--- src/rtl/axi_slice_pkg.sv ---
// Shared types for the AXI read responder slice.
// Response codes, burst encodings and FSM states.
package axi_slice_pkg;

  typedef enum logic [1:0] {
    RESP_OKAY   = 2'b00,
    RESP_EXOKAY = 2'b01,
    RESP_SLVERR = 2'b10,
    RESP_DECERR = 2'b11
  } resp_e;

  typedef enum logic [1:0] {
    BURST_FIXED = 2'b00,
    BURST_INCR  = 2'b01,
    BURST_WRAP  = 2'b10,
    BURST_RSVD  = 2'b11
  } burst_e;

  typedef enum logic [1:0] {
    ST_IDLE,
    ST_ISSUE,
    ST_WAIT,
    ST_ERR
  } state_e;

  localparam int unsigned FIFO_DEPTH = 2;

  function automatic logic burst_ok(logic [1:0] b);
    return (b == BURST_FIXED) || (b == BURST_INCR);
  endfunction

endpackage

--- src/rtl/axi_r_resp_fifo.sv ---
// Two-entry response FIFO holding {data, err} per beat.
// Head is read straight from registered storage.
module axi_r_resp_fifo #(
  parameter int unsigned W = 65
) (
  input  logic         i_clk,
  input  logic         i_rst_n,
  input  logic         i_push,
  input  logic [W-1:0] i_data,
  input  logic         i_pop,
  output logic [W-1:0] o_data,
  output logic         o_full,
  output logic         o_empty,
  output logic [1:0]   o_count
);

  logic [W-1:0] r_mem [2];
  logic         r_wptr;
  logic         r_rptr;
  logic [1:0]   r_cnt;
  logic         w_wr;
  logic         w_rd;

  assign o_full  = (r_cnt == 2'd2);
  assign o_empty = (r_cnt == 2'd0);
  assign o_count = r_cnt;
  assign o_data  = r_mem[r_rptr];

  // push on full is only taken together with a pop
  assign w_wr = i_push && (!o_full || i_pop);
  assign w_rd = i_pop && !o_empty;

  always_ff @(posedge i_clk or negedge i_rst_n) begin
    if (!i_rst_n) begin
      r_mem[0] <= '0;
      r_mem[1] <= '0;
      r_wptr   <= 1'b0;
      r_rptr   <= 1'b0;
      r_cnt    <= 2'd0;
    end else begin
      if (w_wr) begin
        r_mem[r_wptr] <= i_data;
        r_wptr        <= !r_wptr;
      end
      if (w_rd) r_rptr <= !r_rptr;
      unique case (1'b1)
        (w_wr && !w_rd): r_cnt <= r_cnt + 2'd1;
        (w_rd && !w_wr): r_cnt <= r_cnt - 2'd1;
        default: ;
      endcase
    end
  end

endmodule

--- src/rtl/axi_r_responder.sv ---
// AXI slave read responder: one AR at a time, split into
// per-beat memory requests, data returned as an R burst.
module axi_r_responder
  import axi_slice_pkg::*;
#(
  parameter int unsigned ID_WIDTH   = 4,
  parameter int unsigned ADDR_WIDTH = 32,
  parameter int unsigned DATA_WIDTH = 64,
  parameter int unsigned USER_WIDTH = 6
) (
  input  logic                  clk_i,
  input  logic                  rst_ni,
  input  logic                  ar_valid_i,
  output logic                  ar_ready_o,
  input  logic [ADDR_WIDTH-1:0] ar_addr_i,
  input  logic [7:0]            ar_len_i,
  input  logic [2:0]            ar_size_i,
  input  logic [1:0]            ar_burst_i,
  input  logic [ID_WIDTH-1:0]   ar_id_i,
  input  logic [USER_WIDTH-1:0] ar_user_i,
  output logic                  r_valid_o,
  input  logic                  r_ready_i,
  output logic [DATA_WIDTH-1:0] r_data_o,
  output logic [1:0]            r_resp_o,
  output logic [ID_WIDTH-1:0]   r_id_o,
  output logic [USER_WIDTH-1:0] r_user_o,
  output logic                  r_last_o,
  output logic                  mem_req_o,
  input  logic                  mem_gnt_i,
  output logic [ADDR_WIDTH-1:0] mem_addr_o,
  input  logic                  mem_rvalid_i,
  input  logic [DATA_WIDTH-1:0] mem_rdata_i,
  input  logic                  mem_err_i
);

  state_e                r_state;
  logic [ADDR_WIDTH-1:0] r_addr;
  logic [7:0]            r_len;
  logic [7:0]            r_issue_cnt;
  logic [7:0]            r_out_cnt;
  logic [2:0]            r_size;
  logic                  r_fixed;
  logic [ID_WIDTH-1:0]   r_id;
  logic [USER_WIDTH-1:0] r_user;
  logic [1:0]            r_pend;

  logic [DATA_WIDTH:0]   w_head;
  logic                  w_full;
  logic                  w_empty;
  logic [1:0]            w_cnt;
  logic [2:0]            w_credits;
  logic                  w_gnt;
  logic                  w_push;
  logic                  w_pop;
  logic                  w_rhs;
  logic                  w_err_st;
  logic                  w_data_st;
  logic                  w_head_vld;
  logic [ADDR_WIDTH-1:0] w_step;

  axi_r_resp_fifo #(
    .W(DATA_WIDTH + 1)
  ) u_fifo (
    .i_clk   (clk_i),
    .i_rst_n (rst_ni),
    .i_push  (w_push),
    .i_data  ({mem_rdata_i, mem_err_i}),
    .i_pop   (w_pop),
    .o_data  (w_head),
    .o_full  (w_full),
    .o_empty (w_empty),
    .o_count (w_cnt)
  );

  // credits cover beats in flight plus beats parked in the FIFO
  assign w_credits  = {1'b0, r_pend} + {1'b0, w_cnt};
  assign w_err_st   = (r_state == ST_ERR);
  assign w_data_st  = (r_state == ST_ISSUE) || (r_state == ST_WAIT);
  assign w_head_vld = w_data_st && !w_empty;
  assign w_step     = ADDR_WIDTH'(1) << r_size;

  assign ar_ready_o = (r_state == ST_IDLE);
  assign mem_req_o  = (r_state == ST_ISSUE) && !w_full
                   && (w_credits < 3'd2);
  assign mem_addr_o = r_addr;

  assign w_gnt  = mem_req_o && mem_gnt_i;
  assign w_push = mem_rvalid_i && (r_pend != 2'd0);

  assign r_valid_o = w_err_st || w_head_vld;
  assign r_data_o  = w_head_vld ? w_head[DATA_WIDTH:1] : '0;
  assign r_resp_o  = (w_err_st || (w_head_vld && w_head[0]))
                   ? RESP_SLVERR : RESP_OKAY;
  assign r_last_o  = r_valid_o && (r_out_cnt == r_len);
  assign r_id_o    = r_id;
  assign r_user_o  = r_user;

  assign w_rhs = r_valid_o && r_ready_i;
  assign w_pop = w_rhs && w_data_st;

  always_ff @(posedge clk_i or negedge rst_ni) begin
    if (!rst_ni) begin
      r_pend <= 2'd0;
    end else begin
      unique case (1'b1)
        (w_gnt && !w_push): r_pend <= r_pend + 2'd1;
        (w_push && !w_gnt): r_pend <= r_pend - 2'd1;
        default: ;
      endcase
    end
  end

  always_ff @(posedge clk_i or negedge rst_ni) begin
    if (!rst_ni) begin
      r_state     <= ST_IDLE;
      r_addr      <= '0;
      r_len       <= 8'd0;
      r_issue_cnt <= 8'd0;
      r_out_cnt   <= 8'd0;
      r_size      <= 3'd0;
      r_fixed     <= 1'b0;
      r_id        <= '0;
      r_user      <= '0;
    end else begin
      if (w_rhs) r_out_cnt <= r_out_cnt + 8'd1;
      unique case (r_state)
        ST_IDLE: begin
          if (ar_valid_i) begin
            r_addr      <= ar_addr_i;
            r_len       <= ar_len_i;
            r_size      <= ar_size_i;
            r_fixed     <= (ar_burst_i == BURST_FIXED);
            r_id        <= ar_id_i;
            r_user      <= ar_user_i;
            r_issue_cnt <= 8'd0;
            r_out_cnt   <= 8'd0;
            r_state     <= burst_ok(ar_burst_i) ? ST_ISSUE : ST_ERR;
          end
        end
        ST_ISSUE: begin
          if (w_gnt) begin
            if (!r_fixed) r_addr <= r_addr + w_step;
            if (r_issue_cnt == r_len) r_state <= ST_WAIT;
            else r_issue_cnt <= r_issue_cnt + 8'd1;
          end
        end
        ST_WAIT, ST_ERR: begin
          if (w_rhs && r_last_o) r_state <= ST_IDLE;
        end
        default: r_state <= ST_IDLE;
      endcase
    end
  end

endmodule

--- config.mk ---
export PLATFORM = sky130hd
export DESIGN_NAME = axi_r_responder
export DESIGN_NICKNAME = d
export VERILOG_FILES = /design/src/rtl/axi_slice_pkg.sv /design/src/rtl/axi_r_resp_fifo.sv /design/src/rtl/axi_r_responder.sv
export SDC_FILE = /design/constraint.sdc
export NUM_CORES = 1
export LEC_CHECK = 0
export BUFFER_PORTS_ARGS = -buffer_cell sky130_fd_sc_hd__buf_4
export CORE_AREA = 2 2 178 180
export CTS_BUF_LIST = sky130_fd_sc_hd__clkbuf_4 sky130_fd_sc_hd__clkbuf_8 sky130_fd_sc_hd__clkbuf_16
export CTS_CLUSTER_SIZE = 40
export DETAILED_ROUTE_END_ITERATION = 16
export DIE_AREA = 0 0 180 182
export GPL_TIMING_DRIVEN = 1
export PLACE_DENSITY = 0.61
export RECOVER_POWER = 25
export SYNTH_ARGS = -nofsm -noshare
export SYNTH_HDL_FRONTEND = slang
export SYNTH_SLANG_ARGS = --single-unit
--- constraint.sdc ---
create_clock -name clk_i -period 3.8 [get_ports clk_i]
set_input_delay 1.14 -clock clk_i [delete_from_list [all_inputs] [get_ports clk_i]]
set_output_delay 1.14 -clock clk_i [all_outputs]
set_load 0.03 [all_outputs]
==> run_results.csv <==
group,metric,value,unit
layout,post_route_cells_drive_above_1_share,36.8,%
detailed_routing,avgRoutedWirePerCell,17.3,µm
sta,holdWs,0.476,ns
clock_network,cts_setup_buffers,0,
synthesis,synth_most_common_cell,"dfrtp_1",
setup_path,crit_top_cell,"nand2_1",
setup_path,r2r_cells,7,
synthesis,syn_area,10700,µm²
power_and_ir_drop,p_per_area,1040,nW/µm²
global_route,antenna_found_initial,1,
synthesis,ys.warnings.count,0,
synthesis,ys.flop_type,"dfrtp_1",
floorplan,die_width,180,µm
power_and_ir_drop,power_frac_clock,18.2,%
power_and_ir_drop,swShare,43.3,%
layout,fin_nets,1337,
synthesis,yosys-top-cells-count,"208 x dfrtp_1, 131 x mux2_2, 110 x nand2_1",
sta,setup_slack,0.287,ns
sta,rsz0062_at_grt,"no",
hold_path,hp-start,"r_user_o[4]",
sta,fmax,285,MHz
synthesis,syn_area_per_cell,11.0,µm²
global_route,grt_pass1_vias,8457,
floorplan,start_util,34.5,%
setup_path,cp_data_arrival_time,2.37,ns
layout,syn2layout_area_growth,29.3,%
detailed_routing,via_per_inst,5.08,
floorplan,io_pins,238,
setup_path,cp-start-kind,"flip-flop",
clock_network,clock_latency,0.52,ns
flow_run,drv_cap,1,
clock_network,cts.path.max_buffers,3,
detailed_routing,met1_length,12800,µm
place,routabilityCongestion,0.817,
synthesis,synth.area.top_cells,"dfrtp_1 49%, mux2_2 14%, mux2i_1 7.3%",
sta,post-route-min-period,3.51,ns
sta,relSlewSlack,-52.6,%
setup_path,cp_cell_sequence,"nand2_1 -> fa_1 -> nand2_1 -> nor3_1 -> buf_4",
clock_network,cts_resized,0,
sta,maxSlewViolCount,83,
setup_path,r2r_start,"u_fifo.o_count[0]",
detailed_routing,via_count,8201,
clock_network,cts_sinks,208,
place,port_buffers,236,
place,dp_slack,0.558,ns
hold_path,min_to,"r_user_o[4]",
synthesis,yosysUniqueCellTypes,64,
synthesis,netlist.area_leader.share,48.7,%
global_route,grt_pass1_wl,45700,µm
detailed_routing,drt_iter0_drc,440,
sta,tns,0,ns
power_and_ir_drop,leakage,0.00634,µW
setup_path,r2r_setup_slack,0.73,ns
detailed_routing,drc,0,
setup_path,endpoint_kind,"primary output",
clock_network,path_clk_slew,0.06,ns
clock_network,cts_tree,"yes",
outcome,status,"finished, violations left",
sta,hold_violations,0,
synthesis,synthArstFlopShare,100,%
floorplan,num_rows,65,
sta,setup_violations,0,
sta,min_period_over_period,92.5,%
detailed_routing,wirelength,27900,µm
synthesis,syn-num-nets,1115,
detailed_routing,first_pass_iters,5,
global_route,grt_max_degree,85,
detailed_routing,dr_wl_met2,12600,µm
setup_path,crit_fanout,7,
clock_network,numCtsBuffers,26,
floorplan,die-area,32800,µm²
power_and_ir_drop,combPwrFrac,52.5,%
power_and_ir_drop,seqPwrFrac,29.4,%
clock_network,ctsHtreeMaxLevel,1,
floorplan,die_h,182,µm
power_and_ir_drop,ir_drop,0.486,mV
global_route,gr-total-overflow,0,
global_route,track_usage,17.0,%
synthesis,synth_edf_count,0,
sta,worst_pin_slew,2.29,ns
layout,fillers,2931,
floorplan,coreArea,31000,µm²
clock_network,holdBufCountCts,0,
hold_path,hold_class,"reg -> reg",
synthesis,syn_inst,971,
setup_path,r2r_end,"mem_addr_o[13]",
sta,fin_skew,0.0105,ns
hold_path,hold_depth,2,
setup_path,cpMaxStageDelayCell,"dfrtp_1",
setup_path,path_class,"reg -> out",
power_and_ir_drop,power.internal,8170,µW
synthesis,ys_ff_latch,208,
place,hpwl,18700,µm
outcome,violations,"max-capacitance violations, max-slew violations",
setup_path,max_stage_delay,0.62,ns
detailed_routing,routed-wl-met3,2190,µm
synthesis,yosysTopAreaCell,"dfrtp_1",
detailed_routing,drt.antenna.violating_nets,0,
setup_path,worstPathRequired,2.66,ns
detailed_routing,dr.max_layer_used,"met4",
power_and_ir_drop,power_switching,6240,µW
clock_network,clockRootBuffer,"clkbuf_16",
synthesis,seq_area_frac_synth,48.7,%
power groups by stage:
stage	clock [µW]	combinational, µW	sequential [µW]
after global placement	0	7510	4200
after global routing	2810	8210	4410
final	2620	7560	4230
after floorplan	0	5080	4300
after CTS	2700	7670	4240
after detailed placement	0	7600	4250
final cells by class:
type | count | area, µm² | area share (%)
Antenna cell | 1 | 2.50 | 0.0181
Multi-Input combinational cell | 696 | 5190 | 37.6
Timing Repair Buffer | 251 | 1940 | 14.1
Tap cell | 402 | 503 | 3.64
Clock inverter | 14 | 183 | 1.32
Clock buffer | 33 | 746 | 5.40
Sequential cell | 208 | 5210 | 37.7
Inverter | 10 | 37.5 | 0.272
through the flow:
| step | power (µW) | utilization, % | area [µm²] | std cells |
|---|---|---|---|---|
| finish | 14400 | 44.6 | 13800 | 1615 |
| CTS | 14600 | 44.7 | 13800 | 1614 |
| floorplan | 9380 | - | 10700 | 971 |
| global route | 15400 | 44.6 | 13800 | 1614 |
| detailed placement | 11800 | 41.6 | 12900 | 1566 |
| global placement | 11700 | 41.6 | 12900 | 1566 |
cell families after synthesis:
group,Yosys count,synth area share (%)
multiplexers,209,21.1
AND/OR/NAND/NOR,311,13.6
other,1,0.0351
XOR/XNOR,36,2.95
adder cells (fa/ha/maj),18,2.25
buffers and inverters,68,2.95
AO/OA/AOI/OAI,120,8.39
flip-flops,208,48.7
cells in the final DEF, fill, tap and decap left out, types with 10 or more instances in the layout:
master / instances
ha_1: 15
nand2_1: 110
nand3_1: 21
clkbuf_16: 27
o22ai_1: 11
dfrtp_1: 207
o211ai_1: 10
buf_4: 244
mux2i_1: 78
o21ai_0: 13
a21oi_1: 18
and2_1: 10
nand4_1: 15
xor2_1: 15
inv_1: 10
and3_1: 10
nor2_1: 92
mux2_2: 131
xnor2_1: 21
critical path: cells and delay by family (launching register included):
kind | cells | cell delay (ns)
adders and majority gates | 1 | 0.51
buffers and inverters | 1 | 0.21
DFF | 1 | 0.62
and+or+nand+nor | 3 | 0.52
how the worst max path moves through the flow:
stage / from / endpoint / slack [ns]
finish: u_fifo.o_count[0] / mem_req_o / 0.29
floorplan: r_state[1] / mem_req_o / 0.61
detailed placement: u_fifo.o_count[0] / r_data_o[42] / 0.56
global placement: u_fifo.o_count[0] / r_data_o[24] / 0.62
CTS: u_fifo.o_count[0] / r_data_o[42] / 0.18
global route: rst_ni / mem_addr_o[15] / 0.11
flip-flops by register name, summed over array words and instances, names as in the netlist, 3 cells and up:
name / cells
mem_addr_o: 32
r_id_o: 4
r_issue_cnt: 8
r_len: 8
r_out_cnt: 8
r_size: 3
r_user_o: 6
u_fifo.r_mem: 130
metal layers:
layer	global-route usage (%)	vias to the layer above
met2	27.4	229
met3	4.93	28
met5	0	-
met1	22.8	4016
met4	3.28	0
li1	-	3928
(Power assumes the default switching activity.)
